<file path="config.mk">
export PLATFORM = sky130hd
export DESIGN_NAME = mips_hazard_ctrl
export DESIGN_NICKNAME = d
export VERILOG_FILES = /design/src/rtl/mips_pipe_pkg.sv /design/src/rtl/hazard_fwd_cmp.sv /design/src/rtl/mips_hazard_ctrl.sv
export SDC_FILE = /design/constraint.sdc
export NUM_CORES = 1
export LEC_CHECK = 0
export CORE_MARGIN = 8
export CORE_UTILIZATION = 36
export DETAILED_ROUTE_END_ITERATION = 12
export GPL_ROUTABILITY_DRIVEN = 0
export PLACE_DENSITY = 0.84
export SYNTH_ARGS = -nofsm -noshare
export SYNTH_HDL_FRONTEND = slang
export SYNTH_SLANG_ARGS = --single-unit
</file>
<file path="constraint.sdc">
create_clock -name clk -period 1.6 [get_ports clk]
set_input_delay 0.16 -clock clk [delete_from_list [all_inputs] [get_ports clk]]
set_output_delay 0.16 -clock clk [all_outputs]
set_load 0.1 [all_outputs]
</file>
<file path="src/rtl/mips_pipe_pkg.sv">
// Shared types for the MIPS pipeline hazard controller: forward-select codes,
// controller states and the scoreboard slot layout.
package mips_pipe_pkg;

  localparam int REG_ADDR_W = 5;

  localparam logic [1:0] FWD_RF  = 2'd0;
  localparam logic [1:0] FWD_EX  = 2'd1;
  localparam logic [1:0] FWD_MEM = 2'd2;

  typedef enum logic {
    ST_RUN   = 1'b0,
    ST_FLUSH = 1'b1
  } hz_state_t;

  typedef struct packed {
    logic                  valid;
    logic                  reg_wr;
    logic                  mem_rd;
    logic [REG_ADDR_W-1:0] dst;
  } sb_slot_t;

  localparam sb_slot_t SB_BUBBLE = '0;

endpackage

</file>
<file path="src/rtl/hazard_fwd_cmp.sv">
// Per-operand comparator: matches one decode source register against the EX and
// MEM scoreboard slots and yields the forward select plus a load-use hit.
module hazard_fwd_cmp
  import mips_pipe_pkg::*;
#(
  parameter int ZERO_REG_HARD = 1
) (
  input  logic [REG_ADDR_W-1:0] i_addr,
  input  logic                  i_used,
  input  sb_slot_t              i_ex,
  input  sb_slot_t              i_mem,
  output logic [1:0]            o_fwd_sel,
  output logic                  o_load_use
);

  logic w_addr_ok;
  logic w_ex_hit;
  logic w_mem_hit;

  assign w_addr_ok = i_used & ((ZERO_REG_HARD == 0) || (i_addr != '0));
  assign w_ex_hit  = w_addr_ok & i_ex.valid  & i_ex.reg_wr  & (i_ex.dst  == i_addr);
  assign w_mem_hit = w_addr_ok & i_mem.valid & i_mem.reg_wr & (i_mem.dst == i_addr);

  // The EX slot holds the youngest producer, so it takes priority over MEM.
  always_comb begin
    o_fwd_sel = FWD_RF;
    if (w_ex_hit)       o_fwd_sel = FWD_EX;
    else if (w_mem_hit) o_fwd_sel = FWD_MEM;
  end

  assign o_load_use = w_ex_hit & i_ex.mem_rd;

endmodule

</file>
<file path="src/rtl/mips_hazard_ctrl.sv">
// Decode-side hazard controller: EX/MEM scoreboard, forwarding, load-use stalls
// and redirect flush bubbles. HAZARD_PERF_CNT_EN adds saturating stall/flush counters.
module mips_hazard_ctrl
  import mips_pipe_pkg::*;
#(
  parameter int FLUSH_CYCLES  = 2,
  parameter int ZERO_REG_HARD = 1,
  parameter int CNT_W         = 16
) (
  input  logic                  clk,
  input  logic                  reset,
  input  logic [REG_ADDR_W-1:0] id_rs,
  input  logic [REG_ADDR_W-1:0] id_rt,
  input  logic                  id_rs_used,
  input  logic                  id_rt_used,
  input  logic [REG_ADDR_W-1:0] id_dst,
  input  logic                  id_reg_wr,
  input  logic                  id_mem_rd,
  input  logic                  ex_redirect,
  output logic                  En_Pipeline,
  output logic                  flush,
  output logic                  F_Read_Reg_En,
  output logic [1:0]            fwd_sel_a,
  output logic [1:0]            fwd_sel_b,
  output logic [CNT_W-1:0]      stall_cnt,
  output logic [CNT_W-1:0]      flush_cnt
);

  localparam logic [2:0] FLUSH_RELOAD = 3'(FLUSH_CYCLES - 1);

  hz_state_t r_state;
  hz_state_t w_next_state;
  logic [2:0] r_bub_cnt;
  logic [2:0] w_next_cnt;
  sb_slot_t  r_ex;
  sb_slot_t  r_mem;

  logic w_lu_a;
  logic w_lu_b;
  logic w_stall;
  logic w_flush;

  hazard_fwd_cmp #(.ZERO_REG_HARD(ZERO_REG_HARD)) u_cmp_a (
    .i_addr     (id_rs),
    .i_used     (id_rs_used),
    .i_ex       (r_ex),
    .i_mem      (r_mem),
    .o_fwd_sel  (fwd_sel_a),
    .o_load_use (w_lu_a)
  );

  hazard_fwd_cmp #(.ZERO_REG_HARD(ZERO_REG_HARD)) u_cmp_b (
    .i_addr     (id_rt),
    .i_used     (id_rt_used),
    .i_ex       (r_ex),
    .i_mem      (r_mem),
    .o_fwd_sel  (fwd_sel_b),
    .o_load_use (w_lu_b)
  );

  always_ff @(posedge clk or negedge reset) begin
    if (!reset) begin
      r_state   <= ST_RUN;
      r_bub_cnt <= '0;
    end else begin
      r_state   <= w_next_state;
      r_bub_cnt <= w_next_cnt;
    end
  end

  // The redirect cycle is itself the first bubble, so FLUSH lasts FLUSH_CYCLES-1 cycles.
  always_comb begin
    w_next_state = r_state;
    w_next_cnt   = r_bub_cnt;
    case (r_state)
      ST_RUN: begin
        if (ex_redirect && (FLUSH_CYCLES > 1)) begin
          w_next_state = ST_FLUSH;
          w_next_cnt   = FLUSH_RELOAD;
        end
      end
      ST_FLUSH: begin
        if (ex_redirect) begin
          w_next_cnt   = FLUSH_RELOAD;
          w_next_state = (FLUSH_CYCLES > 1) ? ST_FLUSH : ST_RUN;
        end else if (r_bub_cnt <= 3'd1) begin
          w_next_cnt   = '0;
          w_next_state = ST_RUN;
        end else begin
          w_next_cnt   = r_bub_cnt - 3'd1;
        end
      end
      default: begin
        w_next_state = ST_RUN;
        w_next_cnt   = '0;
      end
    endcase
  end

  always_comb begin
    w_stall       = (r_state == ST_RUN) & ~ex_redirect & (w_lu_a | w_lu_b);
    w_flush       = w_stall | ex_redirect | (r_state == ST_FLUSH);
    En_Pipeline   = ~w_stall;
    F_Read_Reg_En = ~w_stall;
    flush         = w_flush;
  end

  always_ff @(posedge clk or negedge reset) begin
    if (!reset) begin
      r_ex  <= SB_BUBBLE;
      r_mem <= SB_BUBBLE;
    end else begin
      r_mem <= r_ex;
      if (w_flush) r_ex <= SB_BUBBLE;
      else         r_ex <= '{valid: 1'b1, reg_wr: id_reg_wr, mem_rd: id_mem_rd, dst: id_dst};
    end
  end

`ifdef HAZARD_PERF_CNT_EN
  logic [CNT_W-1:0] r_stall_cnt;
  logic [CNT_W-1:0] r_flush_cnt;

  // Stall bubbles are counted separately, so flush_cnt covers redirect bubbles only.
  always_ff @(posedge clk or negedge reset) begin
    if (!reset) begin
      r_stall_cnt <= '0;
      r_flush_cnt <= '0;
    end else begin
      if (w_stall && (r_stall_cnt != '1))
        r_stall_cnt <= r_stall_cnt + 1'b1;
      if (w_flush && !w_stall && (r_flush_cnt != '1))
        r_flush_cnt <= r_flush_cnt + 1'b1;
    end
  end

  assign stall_cnt = r_stall_cnt;
  assign flush_cnt = r_flush_cnt;
`else
  assign stall_cnt = '0;
  assign flush_cnt = '0;
`endif

endmodule
</file>
Word level (Yosys, flattened, before mapping)
Index checks and enable logic that the tools add are counted.
{"block": "totals", "reg_bits": 19, "in_bits": 22, "output_inout_bits": 39, "elab_cells": 55}
{"block": "classes", "addsub": 1, "n_lt_le_gt_ge": 1, "eq_ne": 5, "mux": 13, "bitwise": 24, "n_reduce_logical": 2}
{"op": "$eq 5x5->1", "count": 4}
{"op": "$and 1x1->1", "count": 18}
{"op": "$reduce_bool 5->1", "count": 2}
{"op": "$mux 3", "count": 3}
{"op": "$mux 2", "count": 4}
{"op": "$mux 8", "count": 1}
{"op": "$pmux 3 s2", "count": 1}
{"op": "$le 3x1->1 const B", "count": 1}
{"op": "$mux 1", "count": 3}
{"op": "$not 1->1", "count": 3}
{"op": "$or 1x1->1", "count": 3}
{"op": "$sub 3x1->3 const B", "count": 1}
{"op": "$ne 2x2->1 const B", "count": 1}
{"op": "$pmux 1 s2", "count": 1}

Longest topological paths before layout
Gate-level depths: netlist of the first run.
{"block": "depth", "word_depth": 11, "mapped_depth": 7, "depth_no_buf": 6}

Cells and area by module
A second synthesis of the first run with hierarchy kept.
{"block": "unflattened", "cells_unflattened": 123, "area_unflattened_um2": 1288.7}
{"module": "mips_hazard_ctrl", "instances": 1, "cells_each": 83, "area_per_inst_um2": 945.9, "seq_area_each_um2": 500.5}
{"module": "hazard_fwd_cmp", "instances": 2, "cells_each": 20, "area_per_inst_um2": 171.4, "seq_area_each_um2": 0.0}

Worst setup path after synthesis of the first run
OpenSTA, ideal clock, no wires.
{"block": "synth_timing", "kind": "input port to output port", "startpoint": "in id_rt[0]", "endpoint": "out fwd_sel_b[1]", "t_arrival_ns": 2.990, "required_time_ns": 1.440, "slack_ns": -1.550, "cell_stages": 4, "n_path_buf": 0, "path_cell_list": "or4_1 > o21ai_1 > nor4_1 > nor3_1"}
{"block": "synth_via", "word_cells_on_any_way": 12, "classes_between": "eq/ne (2); mux (2); bitwise (7); reduce/logical (1)"}
{"element": "start, declared", "line_no": "mips_hazard_ctrl.sv:13", "source": "input logic [REG_ADDR_W-1:0] id_rt,"}
{"element": "$reduce_bool 5->1", "line_no": "hazard_fwd_cmp.sv:20", "source": "assign w_addr_ok = i_used & ((ZERO_REG_HARD == 0) || (i_addr != '0));"}
{"element": "$and 1x1->1", "line_no": "hazard_fwd_cmp.sv:20"}
{"element": "$and 1x1->1 (2 in series)", "line_no": "hazard_fwd_cmp.sv:21", "source": "assign w_ex_hit = w_addr_ok & i_ex.valid & i_ex.reg_wr & (i_ex.dst == i_addr);"}
{"element": "$and 1x1->1 (*)", "line_no": "hazard_fwd_cmp.sv:21"}
{"element": "net u_cmp_b.w_ex_hit", "line_no": "hazard_fwd_cmp.sv:17", "source": "logic w_ex_hit;"}
{"element": "$mux 2 (*)", "line_no": "hazard_fwd_cmp.sv:27", "source": "if (w_ex_hit) o_fwd_sel = FWD_EX;"}
{"element": "end, declared", "line_no": "mips_hazard_ctrl.sv:24", "source": "output logic [1:0] fwd_sel_b,"}
The timed path passes the listed nets; every way through them passes the cells marked *.

Worst setup path in the final report of the first run
{"block": "layout_timing", "startpoint": "in id_rs[2]", "endpoint": "reg r_ex[4] in the netlist's numbering"}
{"block": "layout_via", "elab_chain_cells": 11, "word_cells_on_any_way": 12, "classes_between": "eq/ne (1); mux (1); bitwise (9); reduce/logical (1)"}
{"element": "start, declared", "line_no": "mips_hazard_ctrl.sv:12", "source": "input logic [REG_ADDR_W-1:0] id_rs,"}
{"element": "$reduce_bool 5->1", "line_no": "hazard_fwd_cmp.sv:20"}
{"element": "$and 1x1->1", "line_no": "hazard_fwd_cmp.sv:20"}
{"element": "$and 1x1->1 (2 in series)", "line_no": "hazard_fwd_cmp.sv:21"}
{"element": "$and 1x1->1 (*)", "line_no": "hazard_fwd_cmp.sv:21"}
{"element": "$and 1x1->1 (*)", "line_no": "hazard_fwd_cmp.sv:31", "source": "assign o_load_use = w_ex_hit & i_ex.mem_rd;"}
{"element": "$or 1x1->1 (*)", "line_no": "mips_hazard_ctrl.sv:101", "source": "w_stall = (r_state == ST_RUN) & ~ex_redirect & (w_lu_a | w_lu_b);"}
{"element": "$and 1x1->1 (*)", "line_no": "mips_hazard_ctrl.sv:101"}
{"element": "$or 1x1->1 (*) (2 in series)", "line_no": "mips_hazard_ctrl.sv:102", "source": "w_flush = w_stall | ex_redirect | (r_state == ST_FLUSH);"}
{"element": "$mux 8 (*)", "line_no": "mips_hazard_ctrl.sv:114", "source": "if (w_flush) r_ex <= SB_BUBBLE;"}
{"element": "end signal, assigned", "line_no": "mips_hazard_ctrl.sv:115", "source": "else r_ex <= '{valid: 1'b1, reg_wr: id_reg_wr, mem_rd: id_mem_rd, dst: id_dst};"}
{"element": "end, declared", "line_no": "mips_hazard_ctrl.sv:35", "source": "sb_slot_t r_ex;"}
Mark *: on every way between the ends. The rest lies on a longest branch, timed or not.
A chain may end at the register's enable or synchronous reset.

==> out/metrics.yaml, run 1 <==
num_vias: 953
grt_pass1_wl_um: 4580
fin_crit_ns: 2.08
final_cell_mix: "conb_1, buf_4, dfrtp_1"
syn-instance-count: 124
fp.dieH_um: 74.1
dpl_worst_slack_ns: -0.585
globalRouteTotalUtil: 0.109
drt_pass1_iterations: 4
first_iter_violations: 30
crit_fanout: 8
worstReg2RegEnd: "r_ex[4]"
fin_hold_ws_ns: 0.183
areaGrowthSynthToFinish_pct: 52.8
viasPerCell: 4.20
clk_path_buf_depth: 2
start_util: 0.370
drive_above_1_share: 0.315
grt_start_max_net_pins: 20
critical_path_required_ns: 1.83
ir_drop_mv: 0.346
drc: 0
stdcell_count: 227
violations: "negative setup slack"
clk-insertion-delay-late_ns: 0.29
grt_pass1_vias: 1051
max_freq_mhz: 481
r2r-start: "r_ex[1]"
clkTransAtPathRegs_ns: 0.09
maxSlewViolCount: 0
post-route-period-util: 1.30
setup_viol: 15
rows: 21
rrSetupSlack_ns: -0.42
ys_ff_latch: 19
path_class: "input pin to flop"
dpl_cell_area_um2: 1700
cap_viol_max_count: 0
status: "complete, but fails checks"
skew_ns: 0.00191
hold_buffers: 0
nNetsFinal: 206
core_um2: 3280
hold_path.class: "input pin to asynchronous set/reset pin"
dp_hpwl_um: 2420
die_w_um: 74.1
cts_htree_levels: 1
grt_overflow_total: 0
cp-start-kind: "input pin"
power.leakage_nw: 0.885
netlist_area_um2: 1210
power.total_mw: 1.36
post-place-cells: 212
port_buffers: 28
hold_viol: 0
die_area_um2: 5480
cp-end-kind: "flop"
fin_area_um2: 1850
critPathArrivalTime_ns: 2.31
wl_um: 2900
syn_avg_cell_area_um2: 9.79
cts_num_sinks: 19
tns_ns: -6.15
ys_seq_area_frac: 0.392
r2r_cells: 12
antenna_found_initial: 0
rsz0062_at_grt: "true"
p_per_area_nw_per_um2: 731
cts_root_buf: "clkbuf_4"
final_core_util: 0.565
setup_ws_ns: -0.480
synth_cell_types: 28
io_pins: 61
wl_per_cell_um: 12.8
tritoncts: "yes"
yosysWarnings: 0
cts_made_buffers: 3
ant_nets: 0
final_common_cell: "conb_1"
antenna_cells: 0
==> registers in the layout (all words and copies together), names as in the netlist <==
signal	flops
r_bub_cnt	3
r_ex	8
r_mem	7
r_state	1
==> worst max-delay path: stages <==
cell           delay (ns)
dlygate4sd2_1        0.24
or4_4                0.49
o21ai_4              0.21
nor4_4               0.07
o21a_2               0.26
buf_4                0.14
buf_6                0.10
buf_6                0.10
buf_6                0.10
buf_6                0.10
buf_6                0.10
buf_8                0.13
nor2_1               0.10
==> layout make-up <==
cell class / count / area (um2)
sequential: 19 / 475
fill: 276 / 1430
multi-input combinational: 97 / 679
tap: 46 / 57.6
inverter: 3 / 11.3
clock buffer: 4 / 26.3
timing repair buffer: 58 / 604
==> cell usage after synthesis <==
cell / count / area (um2)
a211o_1: 1 / 8.76
a21oi_1: 1 / 5.00
a2bb2oi_1: 1 / 8.76
a311oi_1: 1 / 8.76
a31oi_1: 1 / 6.26
buf_4: 35 / 263
buf_6: 1 / 11.3
conb_1: 1 / 3.75
dfrtp_1: 19 / 475
ha_1: 2 / 25.0
inv_1: 3 / 11.3
nand2_1: 9 / 33.8
nand2b_1: 1 / 6.26
nand2b_4: 1 / 13.8
nand4_1: 4 / 25.0
nor2_1: 9 / 33.8
nor2_2: 1 / 6.26
nor3_1: 2 / 10.0
nor3_2: 1 / 10.0
nor4_1: 3 / 18.8
nor4_2: 1 / 12.5
o21a_1: 1 / 7.51
o21ai_0: 1 / 5.00
o21ai_1: 1 / 5.00
o21ai_2: 1 / 8.76
or4_1: 2 / 15.0
xnor2_1: 10 / 87.6
xor2_1: 10 / 87.6
==> worst max-delay path by stage <==
stage,start,endpoint,slack (ns)
2_1_floorplan,r_mem[3],fwd_sel_a[1],-0.31
3_3_place_gp,id_rt[3],flush,-0.58
3_5_place_dp,id_rs[0],flush,-0.59
4_1_cts,r_ex[1],flush,-0.47
5_1_grt,r_ex[1],r_ex[0],-0.56
6_report,id_rs[2],r_ex[4],-0.48
==> timing repair <==
action / 4_1_cts / 5_1_grt
endpoints found under the setup margin: 15 / 15
resized for setup: 11 / 13
endpoints found under the hold margin: 0 / 0
setup buffers: 3 / 8
pin swaps: 10 / 6
==> report_power, final <==
part | leakage [nW] | internal, mW | switching (mW)
clock network | 0.0150 | 0.0971 | 0.130
registers | 0.252 | 0.510 | 0.0269
logic | 0.618 | 0.137 | 0.455
total | 0.885 | 0.745 | 0.611
==> routing by layer <==
metal,track usage,share of wire
met2,0.204,0.55
met4,0.0843,0.050
met5,0,0
met1,0.0994,0.34
met3,0.0216,0.069
==> cell families (layout without fill, tap and decap cells) <==
group                    after synthesis  in the layout  share of synthesized area
other                                  1             32                    0.00309
buffers and inverters                 39             65                      0.235
AO/OA/AOI/OAI                          9              9                     0.0526
XOR/XNOR                              20             20                      0.144
AND/OR/NAND/NOR                       34             34                      0.153
flip-flops                            19             19                      0.392
adder cells (fa/ha/maj)                2              2                     0.0206
Note: power is estimated with default switching activity, not from simulation.
==> run 2: changes to the inputs <==
--- a/config.mk
+++ b/config.mk
@@ -5,7 +5,7 @@
 export SDC_FILE = /design/constraint.sdc
 export NUM_CORES = 1
 export LEC_CHECK = 0
-export CORE_MARGIN = 8
+export CORE_MARGIN = 4
 export CORE_UTILIZATION = 36
 export DETAILED_ROUTE_END_ITERATION = 12
 export GPL_ROUTABILITY_DRIVEN = 0
==> out/metrics.yaml, run 2 (synthesis gave the netlist of run 1 again) <==
fin_area_um2: 1760  # -5.3%
post-route-period-util: 1.27  # -0.0282
clk-insertion-delay-late_ns: 0.29  # about the same
tritoncts: "yes"
path_cells: "xnor2_1 > nand4_1 > nor4_4 > o21a_2 > nand2b_4 > buf_12"
fillCellCount: 300  # +8.7%
wl_um: 2680  # -7.5%
dpl_worst_slack_ns: -0.655  # -0.0702 ns
setup_ws_ns: -0.435  # +0.0452 ns
ant_nets: 0  # unchanged
largest_register: "r_ex"
critical_path_required_ns: 1.44  # -0.39 ns
fp.dieH_um: 66.1  # -11%
hold_path.class: "input pin to asynchronous set/reset pin"
clkTransAtPathRegs_ns: 0.10  # about the same
cts_htree_levels: 1  # unchanged
critPathArrivalTime_ns: 1.87  # -0.44 ns
die_area_um2: 4360  # -20%
p_per_area_nw_per_um2: 771  # +5.5%
fin_hold_ws_ns: 0.194  # +0.0113 ns
drive_above_1_share: 0.283  # -0.0317
fin_crit_ns: 2.03  # -0.0452 ns
grt_start_max_net_pins: 20  # unchanged
setup_viol: 11  # -4
cp-start-kind: "flop"
cp_num_buf_inv: 1  # -7
nNetsFinal: 198  # -3.9%
status: "complete, but fails checks"
cp-end-kind: "output port"
grt_overflow_total: 0  # unchanged
r2r_cells: 6  # -6
cap_viol_max_count: 0  # unchanged
viasPerCell: 4.16  # -0.88%
die_w_um: 66.1  # -11%
skew_ns: 0.00710  # +0.00519 ns
cp.depth: 6  # -7
ir_drop_mv: 0.413  # +19%
cts_root_buf: "clkbuf_4"
io_pins: 61  # unchanged
max_freq_mhz: 491  # +2.2%
tns_ns: -2.35  # +3.80 ns
cts_made_buffers: 3  # unchanged
final_common_cell: "conb_1"
slowest_delay_ns: 0.42  # -0.07 ns
globalRouteTotalUtil: 0.121  # +0.0121
final_cell_mix: "conb_1, buf_4, dfrtp_1"
first_iter_violations: 33  # +10%
core_um2: 3130  # -4.8%
antenna_cells: 0  # unchanged
rows: 20  # -4.8%
start_util: 0.388  # +0.0185
antenna_found_initial: 0  # unchanged
clk_path_buf_depth: 2  # unchanged
dp_hpwl_um: 2220  # -8.2%
largest_reg_flops: 8  # unchanged
port_buffers: 28  # unchanged
drt_pass1_iterations: 4  # unchanged
critPathSlowestCell: "dfrtp_1"
path_class: "flop to output port"
drc: 0  # unchanged
hold_viol: 0  # unchanged
grt_pass1_wl_um: 3970  # -13%
num_vias: 903  # -5.2%
dpl_cell_area_um2: 1690  # -0.59%
wl_per_cell_um: 12.4  # -3.2%
violations: "negative setup slack"
crit_fanout: 3  # -5
top_regs: "r_ex (8), r_mem (7), r_bub_cnt (3)"
critPathTopFamily: "simple AND/OR/NAND/NOR gates"
cts_num_sinks: 19  # unchanged
areaGrowthSynthToFinish_pct: 44.6
grt_pass1_vias: 889  # -15%
power.leakage_nw: 0.845  # -4.5%
power.total_mw: 1.35  # -0.17%
rsz0062_at_grt: "true"
maxSlewViolCount: 0  # unchanged
==> run 2: final timing paths <==
path,to,start,slack [ns]
min in group clk,r_ex[4],id_dst[4],0.39
max in group asynchronous,r_mem[3],reset,1.21
setup reg to reg,r_ex[1],r_ex[4],-0.01
hold / removal,r_ex[2],reset,0.19
hold reg to reg,r_mem[7],r_ex[7],0.40
setup / recovery,flush,r_ex[4],-0.43
==> run 2: power by group <==
part	internal (mW)	leakage [nW]	switching, mW
Clock	0.0928	0.0177	0.135
Sequential	0.510	0.252	0.0280
Combinational	0.135	0.575	0.453
Total	0.738	0.845	0.616
==> run 2: layer usage <==
| layer | part of all wire | vias to the layer above | GRT usage |
|---|---|---|---|
| met3 | 0.061 | 6 | 0.0255 |
| li1 | - | 437 | - |
| met2 | 0.58 | 36 | 0.223 |
| met4 | 0.022 | 0 | 0.0482 |
| met5 | 0 | - | 0 |
| met1 | 0.33 | 424 | 0.133 |
==> run 2: per-stage QoR <==
stage / instances / utilization
floorplan: 155 / -
global placement: 209 / 0.539
detailed placement: 209 / 0.539
CTS: 215 / 0.551
global route: 217 / 0.561
finish: 217 / 0.561
==> run 2: layout make-up <==
type	count	area (um2)	share of cell area
clock buffers	3	22.5	0.0128
flip-flops and latches	19	475	0.271
repair buffers	50	507	0.289
multi-input cells	97	679	0.387
inverters	3	11.3	0.00641
well taps	44	55.1	0.0314
clock inverters	1	5.00	0.00285
==> run 2: timing repair <==
action | CTS | global route
hold buffers | 0 | 0
endpoints found under the setup margin | 15 | 15
pin swaps | 12 | 7
gates resized for setup | 11 | 3
cloned | 0 | 0
buffers inserted | 3 | 3
==> run 3: changes to the inputs <==
--- a/config.mk
+++ b/config.mk
@@ -5,6 +5,7 @@
 export SDC_FILE = /design/constraint.sdc
 export NUM_CORES = 1
 export LEC_CHECK = 0
+export ABC_AREA = 0
 export CORE_MARGIN = 4
 export CORE_UTILIZATION = 36
 export DETAILED_ROUTE_END_ITERATION = 12
==> constraint.sdc (replaced) <==
create_clock -name clk -period 1.65 [get_ports clk]
set_input_delay 0.165 -clock clk [delete_from_list [all_inputs] [get_ports clk]]
set_output_delay 0.165 -clock clk [all_outputs]
set_load 0.1 [all_outputs]
==> out/metrics.yaml, run 3 (synthesis gave the netlist of run 1 again) <==
status: "complete, but fails checks"
violations: "negative setup slack"
drive_above_1_share: 0.273  # -0.00998
final_cell_mix: "conb_1, buf_4, dfrtp_1"
start_util: 0.388  # unchanged
maxSlewViolCount: 0  # unchanged
antenna_cells: 0  # unchanged
skew_ns: 0.00803  # +0.000925 ns
areaGrowthSynthToFinish_pct: 43.5
clkTransAtPathRegs_ns: 0.11  # about the same
hold_viol: 0  # unchanged
tritoncts: "yes"
io_pins: 61  # unchanged
p_switching_uw: 601  # -2.4%
fin_crit_ns: 2.04
core_um2: 3130  # unchanged
first_iter_violations: 11  # -67%
setup_viol: 7  # -4
cts_htree_levels: 1  # unchanged
rows: 20  # unchanged
die_area_um2: 4360  # unchanged
final_core_util: 0.557  # -0.00440
tns_ns: -1.91  # +0.441 ns
fp.dieH_um: 66.1  # unchanged
internal_power_uw: 715  # -3.1%
port_buffers: 28  # unchanged
top_regs: "r_ex (8), r_mem (7), r_bub_cnt (3)"
ir_drop_mv: 0.397  # -3.9%
cp-start-kind: "flop"
rsz0062_at_grt: "true"
grt_pass1_vias: 912  # +2.6%
crit_fanout: 3  # unchanged
drt_pass1_iterations: 4  # unchanged
grt_pass1_wl_um: 3920  # -1.2%
dpl_worst_slack_ns: -0.611  # +0.0441 ns
critPathArrivalTime_ns: 1.88  # about the same
final_common_cell: "conb_1"
largest_reg_flops: 8  # unchanged
largest_register: "r_ex"
drc: 0  # unchanged
cp-end-kind: "output port"
critical_path_required_ns: 1.48  # +0.04 ns
switching_share: 0.457  # +0.00189
hold_path.class: "input pin to asynchronous set/reset pin"
cts_root_buf: "clkbuf_4"
fin_hold_ws_ns: 0.194  # -0.0000750 ns
power_frac_comb: 0.431  # -0.003
ant_nets: 0  # unchanged
die_w_um: 66.1  # unchanged
viasPerCell: 4.08  # -2.0%
power.total_mw: 1.32  # -2.8%
cts_num_sinks: 19  # unchanged
post-route-period-util: 1.24
num_vias: 881  # -2.4%
cap_viol_max_count: 0  # unchanged
wl_per_cell_um: 12.2  # -1.3%
max_freq_mhz: 490
cts_made_buffers: 3  # unchanged
p_per_area_nw_per_um2: 756  # -2.0%
p_seq_frac: 0.396  # -0.002
p_clk_frac: 0.173  # +0.005
dp_hpwl_um: 2220  # about the same
nNetsFinal: 197  # -0.51%
wl_um: 2640  # -1.7%
setup_ws_ns: -0.391  # +0.0436 ns
grt_overflow_total: 0  # unchanged
post-place-cells: 209  # unchanged
fin_area_um2: 1740  # -0.78%
clk-insertion-delay-late_ns: 0.29  # about the same
path_class: "flop to output port"
grt_start_max_net_pins: 20  # unchanged
clk_path_buf_depth: 2  # unchanged
globalRouteTotalUtil: 0.119  # -0.00183
stdcell_count: 216  # -0.46%
dpl_cell_area_um2: 1690  # unchanged
power.leakage_nw: 0.839  # -0.69%
antenna_found_initial: 0  # unchanged
run 3: critical path, stage by stage (launching register included):
cell and delay (ns):
dfrtp_1 0.42, xnor2_1 0.19, nand4_1 0.20, nor4_4 0.20
o21a_2 0.26, nand2b_4 0.16, buf_12 0.17
run 3: final cells by class:
type | instances | area, um2
repair buffers | 49 | 499
inverters | 3 | 11.3
multi-input cells | 97 | 673
flip-flops and latches | 19 | 475
clock inverters | 1 | 5.00
fillers | 292 | 1390
clock buffers | 3 | 22.5
well taps | 44 | 55.1
run 3: path summary, 6_finish.rpt:
check	startpoint	to	slack, ns	depth (start not counted)
hold reg to reg	r_ex[6]	r_mem[6]	0.40	0
max in group asynchronous	reset	r_mem[3]	1.26	2
setup / recovery	r_ex[4]	flush	-0.39	6
min in group clk	id_mem_rd	r_ex[5]	0.38	3
setup reg to reg	r_ex[4]	r_ex[1]	0.04	6
hold / removal	reset	r_ex[2]	0.19	2
run 3: repair_timing:
action | in CTS | in global routing
resized for setup | 11 | 2
setup endpoints to repair | 15 | 15
buffers inserted | 2 | 2
hold endpoints to repair | 0 | 0
hold buffers | 0 | 0
pin swaps | 10 | 7
run 3: routing by layer:
| metal | GRT usage | vias up | part of all wire |
|---|---|---|---|
| met5 | 0 | - | 0 |
| met4 | 0.0558 | 0 | 0.019 |
| li1 | - | 434 | - |
| met1 | 0.124 | 414 | 0.34 |
| met2 | 0.222 | 27 | 0.58 |
| met3 | 0.0272 | 6 | 0.054 |
run 3: power groups by stage:
stage          sequential (mW)  combinational (mW)  clock, mW
6_report                 0.521               0.568      0.227
5_1_grt                  0.525               0.594      0.259
4_1_cts                  0.521               0.564      0.233
3_5_place_dp             0.531               0.564          0
3_3_place_gp             0.528               0.555          0
2_1_floorplan            0.524               0.491          0
